File: config.mk
export PLATFORM = sky130hd
export DESIGN_NAME = kbd_responder
export DESIGN_NICKNAME = d
export VERILOG_FILES = /design/src/rtl/kbd_pkg.sv /design/src/rtl/ps2_rx.sv /design/src/rtl/kbd_responder.sv
export SDC_FILE = /design/constraint.sdc
export NUM_CORES = 1
export LEC_CHECK = 0
export CELL_PAD_IN_SITES_DETAIL_PLACEMENT = 1
export CELL_PAD_IN_SITES_GLOBAL_PLACEMENT = 1
export CORE_ASPECT_RATIO = 1.4
export CORE_MARGIN = 8
export CORE_UTILIZATION = 43
export CTS_CLUSTER_DIAMETER = 30
export DETAILED_ROUTE_END_ITERATION = 10
export PLACE_DENSITY = 0.85
export SETUP_SLACK_MARGIN = 0.3
export SYNTH_ARGS = -nofsm -noshare
export SYNTH_HDL_FRONTEND = slang
export SYNTH_SLANG_ARGS = --single-unit
File: constraint.sdc
create_clock -name clk -period 3.05 [get_ports clk]
set_input_delay 0.61 -clock clk [delete_from_list [all_inputs] [get_ports clk]]
set_output_delay 0.61 -clock clk [all_outputs]
set_load 0.02 [all_outputs]
File: src/rtl/kbd_pkg.sv
// kbd_pkg: register offsets, STATUS bit positions and receiver state type for the keyboard peripheral
package kbd_pkg;
  localparam logic [3:0] KBD_DATA = 4'h0;
  localparam logic [3:0] KBD_STATUS = 4'h4;
  localparam logic [3:0] KBD_CTRL = 4'h8;
  localparam int ST_OVF = 0;
  localparam int ST_PERR = 1;
  localparam int ST_CNT = 8;
  typedef enum logic [1:0] {IDLE, DATA, PARITY, STOP} rx_state_t;
endpackage

File: src/rtl/ps2_rx.sv
// ps2_rx: synchronizes the PS/2 pins and deframes device-to-host bytes with a mid-frame timeout
// Odd-parity enforcement is enabled by defining KBD_PARITY_CHECK_EN.
module ps2_rx
  import kbd_pkg::*;
#(
  parameter int TIMEOUT = 50000
) (
  input  logic       clk,
  input  logic       rst,
  input  logic       ps2_clk,
  input  logic       ps2_data,
  output logic       byte_valid,
  output logic [7:0] rx_byte,
  output logic       frame_err
);
`ifdef KBD_PARITY_CHECK_EN
  localparam logic PCHK = 1'b1;
`else
  localparam logic PCHK = 1'b0;
`endif
  localparam int TW = $clog2(TIMEOUT + 1);
  rx_state_t state, state_n;
  logic [1:0] clk_s, dat_s;
  logic clk_prev, fall, dat, par, ok, stop_edge;
  logic [2:0] idx;
  logic [7:0] sh;
  logic [TW-1:0] cnt;
  assign dat = dat_s[1];
  assign fall = clk_prev & ~clk_s[1];
  assign stop_edge = fall & (state == STOP);
  assign ok = dat & (~PCHK | ^{sh, par});
  assign byte_valid = stop_edge & ok;
  assign frame_err = stop_edge & ~ok & PCHK;
  assign rx_byte = sh;
  always_comb begin
    state_n = state;
    if (fall)
      case (state)
        IDLE:    state_n = dat ? IDLE : DATA;
        DATA:    state_n = (idx == 3'd7) ? PARITY : DATA;
        PARITY:  state_n = STOP;
        default: state_n = IDLE;
      endcase
    else if (state != IDLE && cnt == TW'(TIMEOUT - 1))
      state_n = IDLE;
  end
  always_ff @(posedge clk)
    if (rst) begin
      clk_s <= 2'b11;
      dat_s <= 2'b11;
      clk_prev <= 1'b1;
      state <= IDLE;
      idx <= '0;
      sh <= '0;
      par <= 1'b0;
      cnt <= '0;
    end else begin
      clk_s <= {clk_s[0], ps2_clk};
      dat_s <= {dat_s[0], ps2_data};
      clk_prev <= clk_s[1];
      state <= state_n;
      cnt <= (fall || state == IDLE) ? '0 : cnt + 1'b1;
      if (fall && state == IDLE) idx <= '0;
      if (fall && state == DATA) begin
        sh <= {dat, sh[7:1]};
        idx <= idx + 1'b1;
      end
      if (fall && state == PARITY) par <= dat;
    end
endmodule

File: src/rtl/kbd_responder.sv
// kbd_responder: memory-mapped PS/2 keyboard with scan-code FIFO, DATA/STATUS/CTRL registers and irq
// Parity enforcement in the receiver is enabled by defining KBD_PARITY_CHECK_EN.
module kbd_responder
  import kbd_pkg::*;
#(
  parameter int DEPTH = 8,
  parameter int TIMEOUT = 50000
) (
  input  logic        clk,
  input  logic        rst,
  input  logic        ps2_clk,
  input  logic        ps2_data,
  input  logic        sel,
  input  logic        rd_en,
  input  logic        wr_en,
  input  logic [3:0]  addr,
  input  logic [31:0] din,
  output logic [31:0] dout,
  output logic        irq
);
  localparam int AW = $clog2(DEPTH);
  localparam logic [AW:0] CAP = (AW + 1)'(DEPTH);
  logic [7:0] mem [DEPTH];
  logic [AW-1:0] wp, rp;
  logic [AW:0] count;
  logic [7:0] rx_byte;
  logic [3:0] off;
  logic [31:0] status;
  logic overflow, parity_err, byte_valid, frame_err;
  logic nonempty, full, pop, push, flush, stat_wr, unused_bits;
  ps2_rx #(.TIMEOUT(TIMEOUT)) u_rx (
    .clk(clk),
    .rst(rst),
    .ps2_clk(ps2_clk),
    .ps2_data(ps2_data),
    .byte_valid(byte_valid),
    .rx_byte(rx_byte),
    .frame_err(frame_err)
  );
  assign unused_bits = ^{din[31:2], addr[1:0]};
  assign off = {addr[3:2], 2'b00};
  assign nonempty = count != '0;
  assign full = count == CAP;
  assign pop = sel & rd_en & (off == KBD_DATA) & nonempty;
  assign flush = sel & wr_en & (off == KBD_CTRL) & din[0];
  assign stat_wr = sel & wr_en & (off == KBD_STATUS);
  assign push = byte_valid & ~flush & ~full;
  assign irq = nonempty;
  always_comb begin
    status = '0;
    status[ST_OVF] = overflow;
    status[ST_PERR] = parity_err;
    status[ST_CNT +: 8] = 8'(count);
    dout = (off == KBD_DATA && nonempty) ? {23'b0, 1'b1, mem[rp]} :
           (off == KBD_STATUS) ? status : '0;
  end
  always_ff @(posedge clk)
    if (push) mem[wp] <= rx_byte;
  // Sets are ORed after the clear mask so a same-edge set wins over a software clear.
  always_ff @(posedge clk)
    if (rst) begin
      wp <= '0;
      rp <= '0;
      count <= '0;
      overflow <= 1'b0;
      parity_err <= 1'b0;
    end else begin
      wp <= flush ? '0 : wp + AW'(push);
      rp <= flush ? '0 : rp + AW'(pop);
      count <= flush ? '0 : count + (AW + 1)'(push) - (AW + 1)'(pop);
      overflow <= (byte_valid & full & ~flush) | (overflow & ~(stat_wr & din[0]));
      parity_err <= frame_err | (parity_err & ~(stat_wr & din[1]));
    end
endmodule

==> flow_summary.ini <==
[grt]
grt.busiest_layer = met2
gr-total-overflow = 0
met1_usage_pct = 14.3
grt_pass1_vias = 3068
grt_max_degree = 23
grt_pass1_wl_um = 15900
grt_usage_pct = 13.7
use_met2_pct = 26.1
use_met3_pct = 2.13
antenna_found_initial = 0

[yosys]
ys_types = 49
yosys.area.top_type_share_pct = 39.7
yosys_register_bits = 110
synth_top_cell_by_area = edfxtp_1
synth_edf_count = 64
synthArstFlopShare_pct = 0
yosys_warnings = 0
netlist_instances = 374
postSynthAreaPerCell_um2 = 12.9
ys.flop_type = edfxtp_1
synth.area.top_cells = edfxtp_1, dfxtp_1, mux4_2, ha_1, buf_4
ys_seq_area_share_pct = 58.7
netlist_area_um2 = 4840

[power]
p_leak_nw = 1.92
p_total_mw = 2.90
power_density_nw_per_um2 = 524
ir_drop_mv = 0.269

[setup_path]
cp_common_cell = inv_1
cp_top_family = adder cells
worst-path-buf-inv = 4
start_kind = input port
timing.rr.end = mem[0][3]
critPathLaunch = din[0]
ff2ff_setup_slack_ps = 630
cp_slowest_stage_delay_ps = 490
crit_path_cell_trace = clkdlybuf4s50_1 -> nand4_1 -> or2_2 -> and3_4 -> inv_2 -> ha_1 -> inv_1 -> ha_2 -> inv_1 -> fa_1 -> xor2_1 -> nor2_1
slowest_stage = clkdlybuf4s50_1
reg2reg_depth = 6
path_max_fanout = 2
worst_ep_arrival_time_ps = 2900
critPathRequiredTime_ps = 3280
r2r_start = u_rx.state[0]
critPathKind = in2reg
setup.worst_path.end_class = flip-flop

[floorplanning]
io_pins = 76
coreArea_um2 = 11200
row_count = 46
dieArea_um2 = 15000
chipWidth_um = 106
fp.dieH_um = 142
start_util_pct = 43.4

[timing]
clock_skew_ps = 6.42
hold_viol_final = 0
worst_slew_pin_slew_ps = 1070
hold_ws_ps = 412
fin_ws_ps = 383
setup_viol = 0
relSlewSlack_pct = 28.0
layout_min_cycle_time_ps = 2670
fin_crit_sh_pct = 87.4
drv_slew = 0
fmax_mhz = 375
rsz0062_at_grt = yes
tns_ps = 0

[hold_path]
hold_depth = 1
holdCritPathClass = reg2reg
worst_hold_startpoint = u_rx.dat_s[0]
min_to = u_rx.dat_s[1]

[clock_tree]
ctsRootBufferMaster = clkbuf_16
hold_buffers = 0
cts_buffer_depth = 2
cts_buffers = 9
clkTransAtPathRegs_ps = 70
clk_latency_ps = 350
h-tree-depth = 3
cts_tree = built
cts_sinks = 110

[finish]
area_delta_synth_final_pct = 14.3
layout_common_cells = edfxtp_1, dfxtp_1, nand2_1, nor2_1, conb_1
final_common_cell = edfxtp_1
drive_above_1_share_pct = 17.9
diodes = 0
register_area_um2 = 2840
fin_nets = 470
final.fill_count = 1174
multi_input_area_um2 = 1790
final_core_util_pct = 49.6

[routing]
drt_iter0_drc = 111
postRouteAntennaNets = 0
dr.pass1.iters = 5
via_count = 2847
via_per_inst = 5.07
drt_wl_total_um = 9760
wl_per_cell_um = 17.4
drc_errors = 0

[status]
status = finished, final reports clean

[placement]
port-buffer-count = 23
gp_congestion = 0.770
dpl_worst_slack_ps = -85.5
place_hpwl_um = 6760

[flow_run]
drv_cap = 0
worst register-to-register path, delay by kind of cell (launching register included):
| kind | cells | cell delay (ps) |
|---|---|---|
| buffers and inverters | 2 | 180 |
| DFF | 1 | 480 |
| and+or+nand+nor | 4 | 1380 |
cell usage after synthesis (all sizes together) (2+ instances only):
cell type	instances
a21oi	16
and2	10
and3	2
and3b	2
buf	29
clkbuf	3
dfxtp	46
edfxtp	64
ha	13
inv	12
mux2	4
mux2i	6
mux4	14
nand2	33
nand2b	4
nand3	12
nand4	7
nor2	39
nor2b	2
nor3	6
nor3b	3
nor4	4
nor4b	2
nor4bb	2
o21ai	4
o22ai	2
o31ai	2
or2	6
xnor2	14
xor2	3
through the flow:
stage          area [um2]  std cells
4_1_cts              5480        557
6_report             5530        562
3_3_place_gp         5180        540
2_1_floorplan        4910        393
5_1_grt              5530        562
3_5_place_dp         5180        540
routing by layer:
metal	share of wire, %	vias up
li1	-	1375
met1	39	1417
met2	56	45
met3	3.1	10
met4	1.6	0
met5	0	-
flip-flops by register name, indices dropped and copies added, names as in the netlist:
| name | cells |
|---|---|
| mem | 64 |
| u_rx.cnt | 16 |
| u_rx.rx_byte | 8 |
| count | 4 |
| rp | 3 |
| u_rx.idx | 3 |
| wp | 3 |
| u_rx.clk_s | 2 |
| u_rx.dat_s | 2 |
| u_rx.state | 2 |
| overflow | 1 |
| parity_err | 1 |
| u_rx.clk_prev | 1 |
worst max-delay path by stage:
stage          endpoint  slack [ps]  cells past startpoint
4_1_cts        dout[10]         150                      5
3_5_place_dp   count[2]         -90                     12
6_report       count[2]         380                     12
3_3_place_gp   count[3]          40                     12
2_1_floorplan  count[2]         680                     11
5_1_grt        count[2]         260                     12
power by group:
part | internal, mW | switching [mW] | total [mW]
Combinational | 0.0658 | 0.0964 | 0.162
Sequential | 1.56 | 0.00646 | 1.57
Clock | 0.644 | 0.525 | 1.17
Total | 2.27 | 0.628 | 2.90
cell type report:
cell class              count  share of cell area, %
flip-flops and latches    110                   51.4
well taps                 144                   3.26
clock inverters             6                   1.27
clock buffers              10                   4.14
inverters                  12                  0.814
multi-input cells         239                   32.4
repair buffers             41                   6.78
cell families (layout without fill, tap and decap cells):
kind of cell,after synthesis,count (layout),synth area share [%]
AND/OR/NAND/NOR,136,136,16.1
AO/OA/AOI/OAI,28,28,3.31
flip-flops,110,110,58.7
adder cells (fa/ha/maj),14,14,3.77
other,1,20,0.0774
XOR/XNOR,17,17,3.08
buffers and inverters,44,69,6.07
multiplexers,24,24,8.91
what timing repair did:
item,CTS,global route
pin swaps,1,2
gates resized for setup,13,8
cloned,0,0
endpoints found under the setup margin,13,8
buffers inserted,1,5
Power figures use the tool's default switching activity.
